<file path="src/rtl/uart_rx_buffer_if.sv">
// Consumer-side stream of the UART receive buffer: first-word-fall-through valid/ready
// carrying one character plus its parity-error flag.
interface uart_rx_buffer_if #(
  parameter int unsigned DATA_WIDTH = 8
) ();

  logic                  out_valid;
  logic                  out_ready;
  logic [DATA_WIDTH-1:0] out_data;
  logic                  out_perr;

  // Buffer side drives the head entry; consumer side returns ready.
  modport master (
    output out_valid,
    output out_data,
    output out_perr,
    input  out_ready
  );

  modport slave (
    input  out_valid,
    input  out_data,
    input  out_perr,
    output out_ready
  );

endinterface

</file>
<file path="src/rtl/uart_rx_buffer.sv">
// Receive buffer behind uart_top: accepts characters over a 4-phase bundled-data handshake,
// queues them with their parity flag in a power-of-two FIFO and exposes them as FWFT valid/ready.
module uart_rx_buffer #(
  parameter int unsigned DATA_WIDTH = 8,
  parameter int unsigned DEPTH      = 16,
  parameter int unsigned SYNC_STAGE = 2
) (
  input  logic                     clock,
  input  logic                     reset_n,
  input  logic                     async_rx_d_req,
  input  logic [DATA_WIDTH:0]      async_rx_d,
  output logic                     async_rx_d_ack,
  uart_rx_buffer_if.master         out_if,
  output logic [$clog2(DEPTH):0]   level,
  output logic [7:0]               perr_cnt,
  input  logic                     perr_clr
);

  localparam int unsigned AddrW = $clog2(DEPTH);
  localparam int unsigned PtrW  = AddrW + 1;

  typedef enum logic [0:0] {
    StIdle,
    StWaitLow
  } hs_state_e;

  // ---------------------------------------------------------------------------
  // Request synchronizer; data is bundled and only sampled once req_s is high.
  // ---------------------------------------------------------------------------
  logic [SYNC_STAGE-1:0] req_sync_q;
  logic                  req_s;

  always_ff @(posedge clock or negedge reset_n) begin
    if (!reset_n) begin
      req_sync_q <= '0;
    end else begin
      req_sync_q <= {req_sync_q[SYNC_STAGE-2:0], async_rx_d_req};
    end
  end

  assign req_s = req_sync_q[SYNC_STAGE-1];

  // ---------------------------------------------------------------------------
  // FIFO pointers and status
  // ---------------------------------------------------------------------------
  logic [PtrW-1:0]       wr_ptr_q, wr_ptr_d;
  logic [PtrW-1:0]       rd_ptr_q, rd_ptr_d;
  logic [AddrW-1:0]      wr_addr, rd_addr;
  logic                  empty, full;
  logic                  wr_en, pop;
  logic [DATA_WIDTH:0]   mem_q [DEPTH];
  logic [DATA_WIDTH:0]   head;

  assign wr_addr = wr_ptr_q[AddrW-1:0];
  assign rd_addr = rd_ptr_q[AddrW-1:0];
  assign empty   = (wr_ptr_q == rd_ptr_q);
  assign full    = (wr_addr == rd_addr) && (wr_ptr_q[AddrW] != rd_ptr_q[AddrW]);
  assign pop     = !empty && out_if.out_ready;

  // ---------------------------------------------------------------------------
  // Handshake FSM; full is taken from pre-edge state, so a pop never frees a slot
  // for a write in the same cycle.
  // ---------------------------------------------------------------------------
  hs_state_e state_q, state_d;
  logic      ack_q, ack_d;

  always_comb begin
    state_d = state_q;
    wr_en   = 1'b0;
    unique case (state_q)
      StIdle: begin
        if (req_s && !full) begin
          wr_en   = 1'b1;
          state_d = StWaitLow;
        end
      end
      StWaitLow: begin
        if (!req_s) begin
          state_d = StIdle;
        end
      end
      default: state_d = StIdle;
    endcase
  end

  assign ack_d = (state_d == StWaitLow);

  always_ff @(posedge clock or negedge reset_n) begin
    if (!reset_n) begin
      state_q <= StIdle;
      ack_q   <= 1'b0;
    end else begin
      state_q <= state_d;
      ack_q   <= ack_d;
    end
  end

  assign async_rx_d_ack = ack_q;

  // ---------------------------------------------------------------------------
  // Storage and pointer update
  // ---------------------------------------------------------------------------
  always_ff @(posedge clock) begin
    if (wr_en) begin
      mem_q[wr_addr] <= async_rx_d;
    end
  end

  always_comb begin
    wr_ptr_d = wr_ptr_q;
    rd_ptr_d = rd_ptr_q;
    if (wr_en) begin
      wr_ptr_d = wr_ptr_q + PtrW'(1);
    end
    if (pop) begin
      rd_ptr_d = rd_ptr_q + PtrW'(1);
    end
  end

  always_ff @(posedge clock or negedge reset_n) begin
    if (!reset_n) begin
      wr_ptr_q <= '0;
      rd_ptr_q <= '0;
    end else begin
      wr_ptr_q <= wr_ptr_d;
      rd_ptr_q <= rd_ptr_d;
    end
  end

  assign head             = mem_q[rd_addr];
  assign out_if.out_valid = !empty;
  assign out_if.out_data  = head[DATA_WIDTH-1:0];
  assign out_if.out_perr  = head[DATA_WIDTH];

  // Pointers wrap modulo 2*DEPTH, so the plain difference is the occupancy.
  assign level = wr_ptr_q - rd_ptr_q;

  // ---------------------------------------------------------------------------
  // Saturating parity-error counter; clear wins over a same-cycle increment.
  // ---------------------------------------------------------------------------
  logic [7:0] perr_cnt_q, perr_cnt_d;

  always_comb begin
    perr_cnt_d = perr_cnt_q;
    if (perr_clr) begin
      perr_cnt_d = 8'd0;
    end else if (wr_en && async_rx_d[DATA_WIDTH] && (perr_cnt_q != 8'hFF)) begin
      perr_cnt_d = perr_cnt_q + 8'd1;
    end
  end

  always_ff @(posedge clock or negedge reset_n) begin
    if (!reset_n) begin
      perr_cnt_q <= 8'd0;
    end else begin
      perr_cnt_q <= perr_cnt_d;
    end
  end

  assign perr_cnt = perr_cnt_q;

  // ---------------------------------------------------------------------------
  // Sanity properties
  // ---------------------------------------------------------------------------
  level_in_range_a: assert property (
    @(posedge clock) disable iff (!reset_n) level <= PtrW'(DEPTH)
  );

  ack_falls_after_req_low_a: assert property (
    @(posedge clock) disable iff (!reset_n) (async_rx_d_ack && !req_s) |=> !async_rx_d_ack
  );

  no_write_when_full_a: assert property (
    @(posedge clock) disable iff (!reset_n) full |-> !wr_en
  );

endmodule

</file>
<file path="src/flat_wrapper.sv">
// flat-port wrapper written by rule: the top's interface ports become plain ports
module uart_rx_buffer_flat 
#(
  parameter int unsigned DATA_WIDTH = 8,
  parameter int unsigned DEPTH      = 16,
  parameter int unsigned SYNC_STAGE = 2
)
  (clock, reset_n, async_rx_d_req, async_rx_d, async_rx_d_ack, level, perr_cnt, perr_clr, out_if_out_valid, out_if_out_data, out_if_out_perr, out_if_out_ready);
  uart_rx_buffer_if #(.DATA_WIDTH(DATA_WIDTH)) out_if_i ();
  input  logic clock;
  input  logic reset_n;
  input  logic async_rx_d_req;
  input  logic [DATA_WIDTH:0] async_rx_d;
  output logic async_rx_d_ack;
  output logic [$clog2(DEPTH):0] level;
  output logic [7:0] perr_cnt;
  input  logic perr_clr;
  output wire logic [$bits(out_if_i.out_valid)-1:0] out_if_out_valid;
  output wire logic [$bits(out_if_i.out_data)-1:0] out_if_out_data;
  output wire logic [$bits(out_if_i.out_perr)-1:0] out_if_out_perr;
  input wire logic [$bits(out_if_i.out_ready)-1:0] out_if_out_ready;
  assign out_if_out_valid = out_if_i.out_valid;
  assign out_if_out_data = out_if_i.out_data;
  assign out_if_out_perr = out_if_i.out_perr;
  assign out_if_i.out_ready = out_if_out_ready;
  uart_rx_buffer #(.DATA_WIDTH(DATA_WIDTH), .DEPTH(DEPTH), .SYNC_STAGE(SYNC_STAGE)) u_core (.clock(clock), .reset_n(reset_n), .async_rx_d_req(async_rx_d_req), .async_rx_d(async_rx_d), .async_rx_d_ack(async_rx_d_ack), .out_if(out_if_i), .level(level), .perr_cnt(perr_cnt), .perr_clr(perr_clr));
endmodule
</file>
<file path="config.mk">
export PLATFORM = sky130hd
export DESIGN_NAME = uart_rx_buffer_flat
export DESIGN_NICKNAME = d
export VERILOG_FILES = /design/src/rtl/uart_rx_buffer_if.sv /design/src/rtl/uart_rx_buffer.sv /design/src/flat_wrapper.sv
export SDC_FILE = /design/constraint.sdc
export NUM_CORES = 1
export LEC_CHECK = 0
export ABC_AREA = 1
export BUFFER_PORTS_ARGS = -buffer_cell sky130_fd_sc_hd__buf_2
export CAP_MARGIN = 40
export CORE_ASPECT_RATIO = 0.75
export CORE_MARGIN = 2
export CORE_UTILIZATION = 45
export CTS_CLUSTER_DIAMETER = 150
export DETAILED_ROUTE_END_ITERATION = 12
export GPL_ROUTABILITY_DRIVEN = 0
export GPL_TIMING_DRIVEN = 0
export MAX_ROUTING_LAYER = met4
export SKIP_LAST_GASP = 1
export SLEW_MARGIN = 20
export SYNTH_ARGS = -nofsm -noshare
export SYNTH_HDL_FRONTEND = slang
export SYNTH_SLANG_ARGS = --single-unit
export TNS_END_PERCENT = 1
</file>
<file path="constraint.sdc">
create_clock -name clock -period 4.4 [get_ports clock]
set_input_delay 0.88 -clock clock [delete_from_list [all_inputs] [get_ports clock]]
set_output_delay 0.88 -clock clock [all_outputs]
set_load 0.02 [all_outputs]
</file>
==> impl_metrics.env, run 1 <==
export IMPL_grt_setup_unrepaired="no"
export IMPL_p_leak_uw=0.00321
export IMPL_peakVddDrop_uv=288
export IMPL_post_route_period_util_pct=74.7
export IMPL_rows=39
export IMPL_syn_inst=661
export IMPL_yosys_warnings=0
export IMPL_area_growth_pct=16.1
export IMPL_finalSetupViolCount=0
export IMPL_min_period_ps=3290
export IMPL_whs_ps=352
export IMPL_clk_latency_ps=440
export IMPL_core_area_um2=15400
export IMPL_fillers=1349
export IMPL_grt_first_pass_wirelength_um=27000
export IMPL_async_flop_share_pct=12.7
export IMPL_cts_made_buffers=17
export IMPL_die_width_um=150
export IMPL_worstHoldPathType="reg2reg"
export IMPL_overflow=0
export IMPL_finalPower_uw=5710
export IMPL_yosysSeqAreaShare_pct=67.7
export IMPL_antenna_cells=0
export IMPL_drtIter0Drc=588
export IMPL_final_core_util_pct=53.9
export IMPL_relSlewSlack_pct=42.6
export IMPL_finalNonFillerCells=941
export IMPL_finClkSkew_ps=7.42
export IMPL_holdBufCountCts=0
export IMPL_seqCellArea_um2=4850
export IMPL_cts_max_level=4
export IMPL_cp_max_fo=10
export IMPL_cts_buffer_depth=2
export IMPL_routed_wl_um=17900
export IMPL_startpoint_type="flop"
export IMPL_fin_setup_tns_ps=0
export IMPL_drc=0
export IMPL_worst_pin_slew_ps=856
export IMPL_critPathCaptureType="output pin"
export IMPL_drv_cap=0
export IMPL_synth_distinct_cells=26
export IMPL_post_cts_resized=0
export IMPL_nNetsFinal=748
export IMPL_hold_viol_final=0
export IMPL_post_cts_buffers=0
export IMPL_cts_tree="done"
export IMPL_wl_per_cell_um=19.1
export IMPL_critPathKind="reg2out"
export IMPL_synth_nets=686
export IMPL_io_buffers=37
export IMPL_critPathArrivalTime_ps=2410
export IMPL_ant_nets=0
export IMPL_ios=38
export IMPL_die_area_um2=16900
export IMPL_synth_edf_count=144
export IMPL_crit_required_ps=3520
export IMPL_start_util_pct=46.4
export IMPL_outcome="complete, no violations"
export IMPL_grt_pass1_vias=4527
export IMPL_firstDrtPassIters=5
export IMPL_synth_ff_type="edfxtp_1"
export IMPL_dieHeight_um=113
export IMPL_vias=4977
export IMPL_vias_per_cell=5.29
export IMPL_dp_hpwl_um=12200
export IMPL_cts_sinks=165
export IMPL_clk_pin_slew_worst_paths_ps=70
export IMPL_slew_violations=0
export IMPL_cellPowerDensity_nw_per_um2=687
export IMPL_antenna_found_initial=0
export IMPL_drive_gt1_share_pct=14.8
export IMPL_multi_input_area_um2=2050
export IMPL_syn_area_um2=7160
export IMPL_fmax_ghz=0.304
export IMPL_grt_max_degree=22
export IMPL_grt_util_all_layers_pct=22.9
export IMPL_cts_root_buf="clkbuf_16"
export IMPL_placed_cells=905
export IMPL_ys_ff_latch=165
export IMPL_syn_avg_cell_area_um2=10.8
cells by family (layout without fill, tap and decap cells):
group / Yosys count / count (layout) / share of synthesized area, %
AO/OA/AOI/OAI: 82 / 82 / 5.82
XOR/XNOR: 13 / 13 / 1.59
adder cells (fa/ha/maj): 11 / 11 / 2.03
buffers and inverters: 67 / 142 / 4.44
flip-flops: 165 / 165 / 67.7
AND/OR/NAND/NOR: 323 / 323 / 18.4
worst max-delay path, cell delays in order, from the launching register on:
cell	delay, ps
dfrtp_1	470
inv_2	230
clkbuf_1	410
o21ai_0	300
nand2_1	130
nand2_1	50
nand2_1	80
inv_1	40
nand2_1	70
buf_2	170
metrics by stage:
stage          setup slack, ps  area, um^2
3_3_place_gp               955        7600
5_1_grt                    923        8310
3_5_place_dp              1340        7680
6_report                  1110        8310
2_1_floorplan             1690        7160
4_1_cts                   1150        8280
Yosys cell counts, drive strengths merged (2+ instances only):
library cell / count / share of area, %
ha: 10 / 1.7
inv: 37 / 1.9
nand4: 2 / 0.17
buf: 17 / 1.8
edfxtp: 144 / 60
xor2: 11 / 1.3
o21ai: 78 / 5.5
nand2: 98 / 5.2
xnor2: 2 / 0.24
nor2: 159 / 8.5
nor3: 13 / 0.98
a21oi: 3 / 0.21
clkbuf: 12 / 0.63
nand3: 51 / 3.6
dfrtp: 21 / 7.3
placed cells by master (no fill, tap or decap), types with 2 or more instances in the layout:
cell and instances:
a21oi_1 3, buf_2 45, buf_4 9, buf_6 6
bufinv_16 3, clkbuf_1 13, clkbuf_16 17, clkinv_1 2
clkinv_4 2, clkinvlp_4 3, dfrtp_1 21, edfxtp_1 144
ha_1 10, inv_1 36, inv_6 3, nand2_1 96
nand2_2 2, nand3_1 51, nand4_1 2, nor2_1 157
nor3_2 13, o21ai_0 69, o21ai_1 9, xnor2_1 2
xor2_1 11
where the power goes:
part	internal [uW]	switching, uW
sequential	1840	84.2
combinational	681	1570
clock	899	636
total	3420	2290
layout make-up:
cell class / count / area share (%)
timing repair buffer: 43 / 2.77
inverter: 38 / 1.72
buffer: 29 / 2.11
clock inverter: 14 / 2.12
tap: 205 / 3.09
multi-input combinational: 429 / 24.7
clock buffer: 18 / 5.16
sequential: 165 / 58.3
per-layer routing:
metal | GRT usage, % | vias to the layer above | part of all wire, %
met4 | 8.05 | 0 | 2.3
met3 | 5.40 | 34 | 8.1
met1 | 34.2 | 2378 | 48
li1 | - | 2364 | -
met5 | - | - | 0
met2 | 30.6 | 201 | 42
state kept, by name, indices dropped and copies added (netlist names):
register           count
u_core.state_q         1
u_core.req_sync_q      2
u_core.perr_cnt        8
u_core.rd_ptr_q        5
u_core.mem_q         144
u_core.wr_ptr_q        5
final timing paths:
kind                                                      from                             end  slack [ps]  depth (start not counted)
min in group asynchronous                              reset_n  u_core.perr_cnt[3]$_DFFE_PN0P_         400                          1
max in group asynchronous                              reset_n  u_core.rd_ptr_q[3]$_DFFE_PN0P_        3670                          1
worst min-delay path            u_core.req_sync_q[0]$_DFF_PN0_  u_core.req_sync_q[1]$_DFF_PN0_         350                          0
worst max register to register  u_core.rd_ptr_q[1]$_DFFE_PN0P_    u_core.mem_q[8][0]$_DFFE_PP_        1320                         11
worst max-delay path            u_core.rd_ptr_q[0]$_DFFE_PN0P_              out_if_out_data[5]        1110                          9
worst min register to register  u_core.req_sync_q[0]$_DFF_PN0_  u_core.req_sync_q[1]$_DFF_PN0_         350                          0
Note: power is estimated with default switching activity, not from simulation.
==> run 2, diff against run 1 <==
==> constraint.sdc (replaced) <==
create_clock -name clock -period 2.6 [get_ports clock]
set_input_delay 0.52 -clock clock [delete_from_list [all_inputs] [get_ports clock]]
set_output_delay 0.52 -clock clock [all_outputs]
set_load 0.02 [all_outputs]
==> impl_metrics.env, run 2 (same netlist as run 1, synthesis figures left out) <==
export IMPL_violations="negative setup slack"
export IMPL_fin_area_um2=8570
export IMPL_die_area_um2=16900
export IMPL_finalPower_uw=9890
export IMPL_grt_util_all_layers_pct=23.2
export IMPL_holdBufCountCts=0
export IMPL_cp_common_cell="nand2_1"
export IMPL_finalSetupViolCount=92
export IMPL_peakVddDrop_uv=504
export IMPL_post_place_ws_ps=-465
export IMPL_critPathKind="reg2out"
export IMPL_startpoint_type="flop"
export IMPL_firstDrtPassIters=5
export IMPL_fillers=1321
export IMPL_critPathArrivalTime_ps=2190
export IMPL_outcome="complete, but fails checks"
export IMPL_final_cell_mix="nor2_1 (156), edfxtp_1 (144), nand2_1 (96), o21ai_0 (57), nand3_1 (51)"
export IMPL_cts_tree="done"
export IMPL_vias_per_cell=5.29
export IMPL_clk_latency_ps=440
export IMPL_seqCellArea_um2=4850
export IMPL_p_leak_uw=0.00338
export IMPL_io_buffers=37
export IMPL_layout_commonest_cell="nor2_1"
export IMPL_crit_required_ps=2080
export IMPL_path_cells="inv_2 > clkbuf_2 > o21ai_1 > nand2_1 > nand2_1 > nand2_1 > inv_1 > nand2_1 > buf_2"
export IMPL_ios=38
export IMPL_grt_max_degree=22
export IMPL_overflow=0
export IMPL_drc=0
export IMPL_cts_root_buf="clkbuf_16"
export IMPL_antenna_found_initial=0
export IMPL_core_area_um2=15400
export IMPL_cp_buffers_inverters=4
export IMPL_top_register="u_core.mem_q"
export IMPL_whs_ps=36.2
export IMPL_grt_pass1_vias=4585
export IMPL_vias=5013
export IMPL_critPathCaptureType="output pin"
export IMPL_worstHoldPathType="in2async"
export IMPL_place_area_um2=7680
export IMPL_min_period_ps=2710
export IMPL_cp_slowest_cell="dfrtp_1"
export IMPL_cts_max_level=4
export IMPL_fin_setup_tns_ps=-2790
export IMPL_critical_path_top_delay_family="buffers and inverters"
export IMPL_drv_cap=0
export IMPL_antenna_cells=0
export IMPL_post_route_period_util_pct=104
export IMPL_finClkSkew_ps=6.69
export IMPL_cts_sinks=165
export IMPL_cts_made_buffers=17
export IMPL_largest_reg_flops=144
export IMPL_fmax_ghz=0.369
export IMPL_grt_first_pass_wirelength_um=27300
export IMPL_routed_wl_um=18000
export IMPL_area_growth_pct=19.7
export IMPL_clk_pin_slew_worst_paths_ps=70
export IMPL_wl_per_cell_um=19.0
export IMPL_start_util_pct=46.4
export IMPL_ant_nets=0
export IMPL_finalWorstSetupSlack_ps=-107
export IMPL_cp_max_fo=10
export IMPL_hold_viol_final=0
export IMPL_multi_input_area_um2=2150
export IMPL_cellPowerDensity_nw_per_um2=1150
export IMPL_rows=39
export IMPL_die_width_um=150
export IMPL_slew_violations=0
export IMPL_nNetsFinal=754
export IMPL_critPathMaxStageDelay_ps=480
export IMPL_drive_gt1_share_pct=17.3
export IMPL_drtIter0Drc=553
export IMPL_dieHeight_um=113
export IMPL_dp_hpwl_um=12200
export IMPL_relSlewSlack_pct=62.9
export IMPL_cts_buffer_depth=2
export IMPL_grt_setup_unrepaired="yes"
export IMPL_worst_pin_slew_ps=554
run 2: cell types whose count changed in the layout (fill, tap and decap cells not counted), sizes merged:
| cell | previous run | this run |
|---|---|---|
| buf | 60 | 66 |
run 2: power breakdown:
part / internal (uW) / switching (uW) / leakage (uW)
sequential: 3120 / 140 / 0.00157
clock: 1520 / 1070 / 0.000287
combinational: 1280 / 2770 / 0.00152
total: 5910 / 3980 / 0.00338
run 2: through the flow:
stage	util (%)	instances
floorplan	-	661
global placement	49.3	903
detailed placement	49.8	905
CTS	55.5	946
global route	55.6	947
finish	55.6	947
run 2: worst paths after layout:
check                      slack (ps)                      startpoint                        endpoint  cells after the start
min                                40                         reset_n  u_core.perr_cnt[3]$_DFFE_PN0P_                      1
min reg2reg                       350  u_core.req_sync_q[0]$_DFF_PN0_  u_core.req_sync_q[1]$_DFF_PN0_                      0
min in group clock                190                  async_rx_d_req  u_core.req_sync_q[0]$_DFF_PN0_                      1
max in group asynchronous        2200                         reset_n  u_core.rd_ptr_q[1]$_DFFE_PN0P_                      1
max reg2reg                       -60  u_core.rd_ptr_q[1]$_DFFE_PN0P_    u_core.mem_q[2][8]$_DFFE_PP_                     11
max                              -110  u_core.rd_ptr_q[0]$_DFFE_PN0P_              out_if_out_data[6]                      9
run 2: cell type report:
class / count / area share, %
Buffer: 29 / 2.23
Clock buffer: 18 / 5.01
Clock inverter: 14 / 2.06
Inverter: 38 / 1.66
Multi-Input combinational cell: 429 / 25.0
Sequential cell: 165 / 56.6
Tap cell: 205 / 2.99
Timing Repair Buffer: 49 / 4.41
run 2: layer usage:
metal,GRT usage (%),part of all wire [%],up-vias
met5,-,0,-
met4,8.36,2.1,0
met3,5.48,9.2,30
met2,30.9,42,216
met1,34.5,47,2385
li1,-,-,2382
run 2: repair_timing:
| item | 4_1_cts | 5_1_grt |
|---|---|---|
| pin swaps | 8 | 0 |
| gates resized for setup | 34 | 6 |
| setup buffers | 9 | 0 |
| setup endpoints to repair | 139 | 129 |
==> run 3, diff against run 2 <==
==> constraint.sdc (replaced) <==
create_clock -name clock -period 2.6 [get_ports clock]
set_input_delay 0.78 -clock clock [delete_from_list [all_inputs] [get_ports clock]]
set_output_delay 0.78 -clock clock [all_outputs]
set_load 0.02 [all_outputs]
==> impl_metrics.env, run 3 (same netlist as run 1, synthesis figures left out) <==
export IMPL_outcome="complete, but fails checks"
export IMPL_violations="negative setup slack"
export IMPL_cts_buffer_depth=2
export IMPL_slew_violations=0
export IMPL_critPathKind="reg2out"
export IMPL_io_buffers=37
export IMPL_peakVddDrop_uv=511
export IMPL_finalPower_uw=10600
export IMPL_drv_cap=0
export IMPL_cp_max_fo=10
export IMPL_nNetsFinal=752
export IMPL_cts_max_level=4
export IMPL_firstDrtPassIters=5
export IMPL_cellPowerDensity_nw_per_um2=1210
export IMPL_fin_area_um2=8750
export IMPL_cts_made_buffers=17
export IMPL_fmax_ghz=0.350
export IMPL_worstHoldPathType="in2async"
export IMPL_worst_pin_slew_ps=828
export IMPL_drive_gt1_share_pct=23.0
export IMPL_layout_commonest_cell="nor2_1"
export IMPL_antenna_found_initial=0
export IMPL_multi_input_area_um2=2290
export IMPL_core_area_um2=15400
export IMPL_place_area_um2=7680
export IMPL_clk_latency_ps=430
export IMPL_clk_pin_slew_worst_paths_ps=70
export IMPL_p_leak_uw=0.00339
export IMPL_seqCellArea_um2=4850
export IMPL_grt_util_all_layers_pct=23.4
export IMPL_die_width_um=150
export IMPL_dieHeight_um=113
export IMPL_cts_sinks=165
export IMPL_crit_required_ps=1820
export IMPL_vias=5031
export IMPL_ant_nets=0
export IMPL_grt_setup_unrepaired="yes"
export IMPL_finClkSkew_ps=5.95
export IMPL_cts_root_buf="clkbuf_16"
export IMPL_fillers=1284
export IMPL_area_growth_pct=22.2
export IMPL_vias_per_cell=5.32
export IMPL_finalWorstSetupSlack_ps=-257
export IMPL_dp_hpwl_um=12200
export IMPL_grt_pass1_vias=4691
export IMPL_routed_wl_um=18600
export IMPL_grt_max_degree=22
export IMPL_overflow=0
export IMPL_rows=39
export IMPL_drtIter0Drc=548
export IMPL_start_util_pct=46.4
export IMPL_ios=38
export IMPL_critPathArrivalTime_ps=2080
export IMPL_wl_per_cell_um=19.6
export IMPL_largest_reg_flops=144
export IMPL_hold_viol_final=0
export IMPL_critPathCaptureType="output pin"
export IMPL_finalSetupViolCount=41
export IMPL_min_period_ps=2860
export IMPL_cts_tree="done"
export IMPL_drc=0
export IMPL_post_route_period_util_pct=110
export IMPL_die_area_um2=16900
export IMPL_antenna_cells=0
export IMPL_top_register="u_core.mem_q"
export IMPL_grt_first_pass_wirelength_um=27500
export IMPL_startpoint_type="flop"
export IMPL_relSlewSlack_pct=44.5
export IMPL_final_cell_mix="nor2_1 (150), edfxtp_1 (144), nand2_1 (91), nand3_1 (49), inv_1 (36)"
run 3: changes by cell type in the layout (fill, tap and decap cells not counted), moves of 6 or more:
cell and delta:
o21ai_0 -29, buf_4 +9, o21ai_2 +25, buf_2 -12, nor2_1 -6
run 3: worst max-delay path, cell delays in order (launching register included):
cell and delay (ps):
dfrtp_2 500, inv_4 110, clkbuf_2 260, o21ai_1 270, nand3_1 160, nand3_2 110
nand2_2 70, buf_4 160
run 3: power breakdown:
group / internal, uW / switching (uW) / total (uW)
sequential: 3120 / 154 / 3270
clock: 1520 / 1070 / 2600
combinational: 1700 / 2980 / 4680
run 3: per-stage QoR:
stage / util, % / TNS (ps) / hold WS [ps] / setup WS [ps] / std cells
after floorplan: - / -7700 / 331 / -107 / 661
after global placement: 49.3 / -85480 / 338 / -845 / 903
after detailed placement: 49.8 / -43350 / 342 / -465 / 905
after CTS: 55.5 / -4510 / 312 / -211 / 941
after global routing: 56.8 / -16230 / 327 / -327 / 945
final: 56.8 / -3750 / 300 / -257 / 945
run 3: cell type report:
type | instances | area share, %
plain buffers | 29 | 2.99
clock buffers | 18 | 4.90
clock inverters | 14 | 2.02
inverters | 38 | 1.66
multi-input cells | 429 | 26.2
flip-flops and latches | 165 | 55.4
well taps | 205 | 2.93
repair buffers | 47 | 3.89
run 3: final timing paths:
check / from / end / slack, ps / cells after the start
min in group clock: u_core.req_sync_q[0]$_DFF_PN0_ / u_core.req_sync_q[1]$_DFF_PN0_ / 350 / 0
max in group asynchronous: reset_n / u_core.rd_ptr_q[0]$_DFFE_PN0P_ / 1940 / 1
setup reg to reg: u_core.rd_ptr_q[1]$_DFFE_PN0P_ / u_core.mem_q[10][8]$_DFFE_PP_ / -90 / 11
setup / recovery: u_core.rd_ptr_q[0]$_DFFE_PN0P_ / out_if_out_data[7] / -260 / 7
hold / removal: reset_n / u_core.perr_cnt[3]$_DFFE_PN0P_ / 300 / 1
hold reg to reg: u_core.req_sync_q[0]$_DFF_PN0_ / u_core.req_sync_q[1]$_DFF_PN0_ / 350 / 0
run 3: timing repair:
item | CTS | global route
gates resized for setup | 99 | 48
pin swaps | 3 | 7
setup buffers | 3 | 1
setup endpoints to repair | 140 | 122
endpoints found under the hold margin | 0 | 0
hold buffers | 0 | 0
cloned | 1 | 1
run 3: layer usage:
layer	track usage (%)	up-vias	wire length, um
met5	-	-	0
met4	8.43	0	311
met3	6.29	30	1650
met2	32.1	208	8100
met1	33.4	2406	8500
li1	-	2387	-
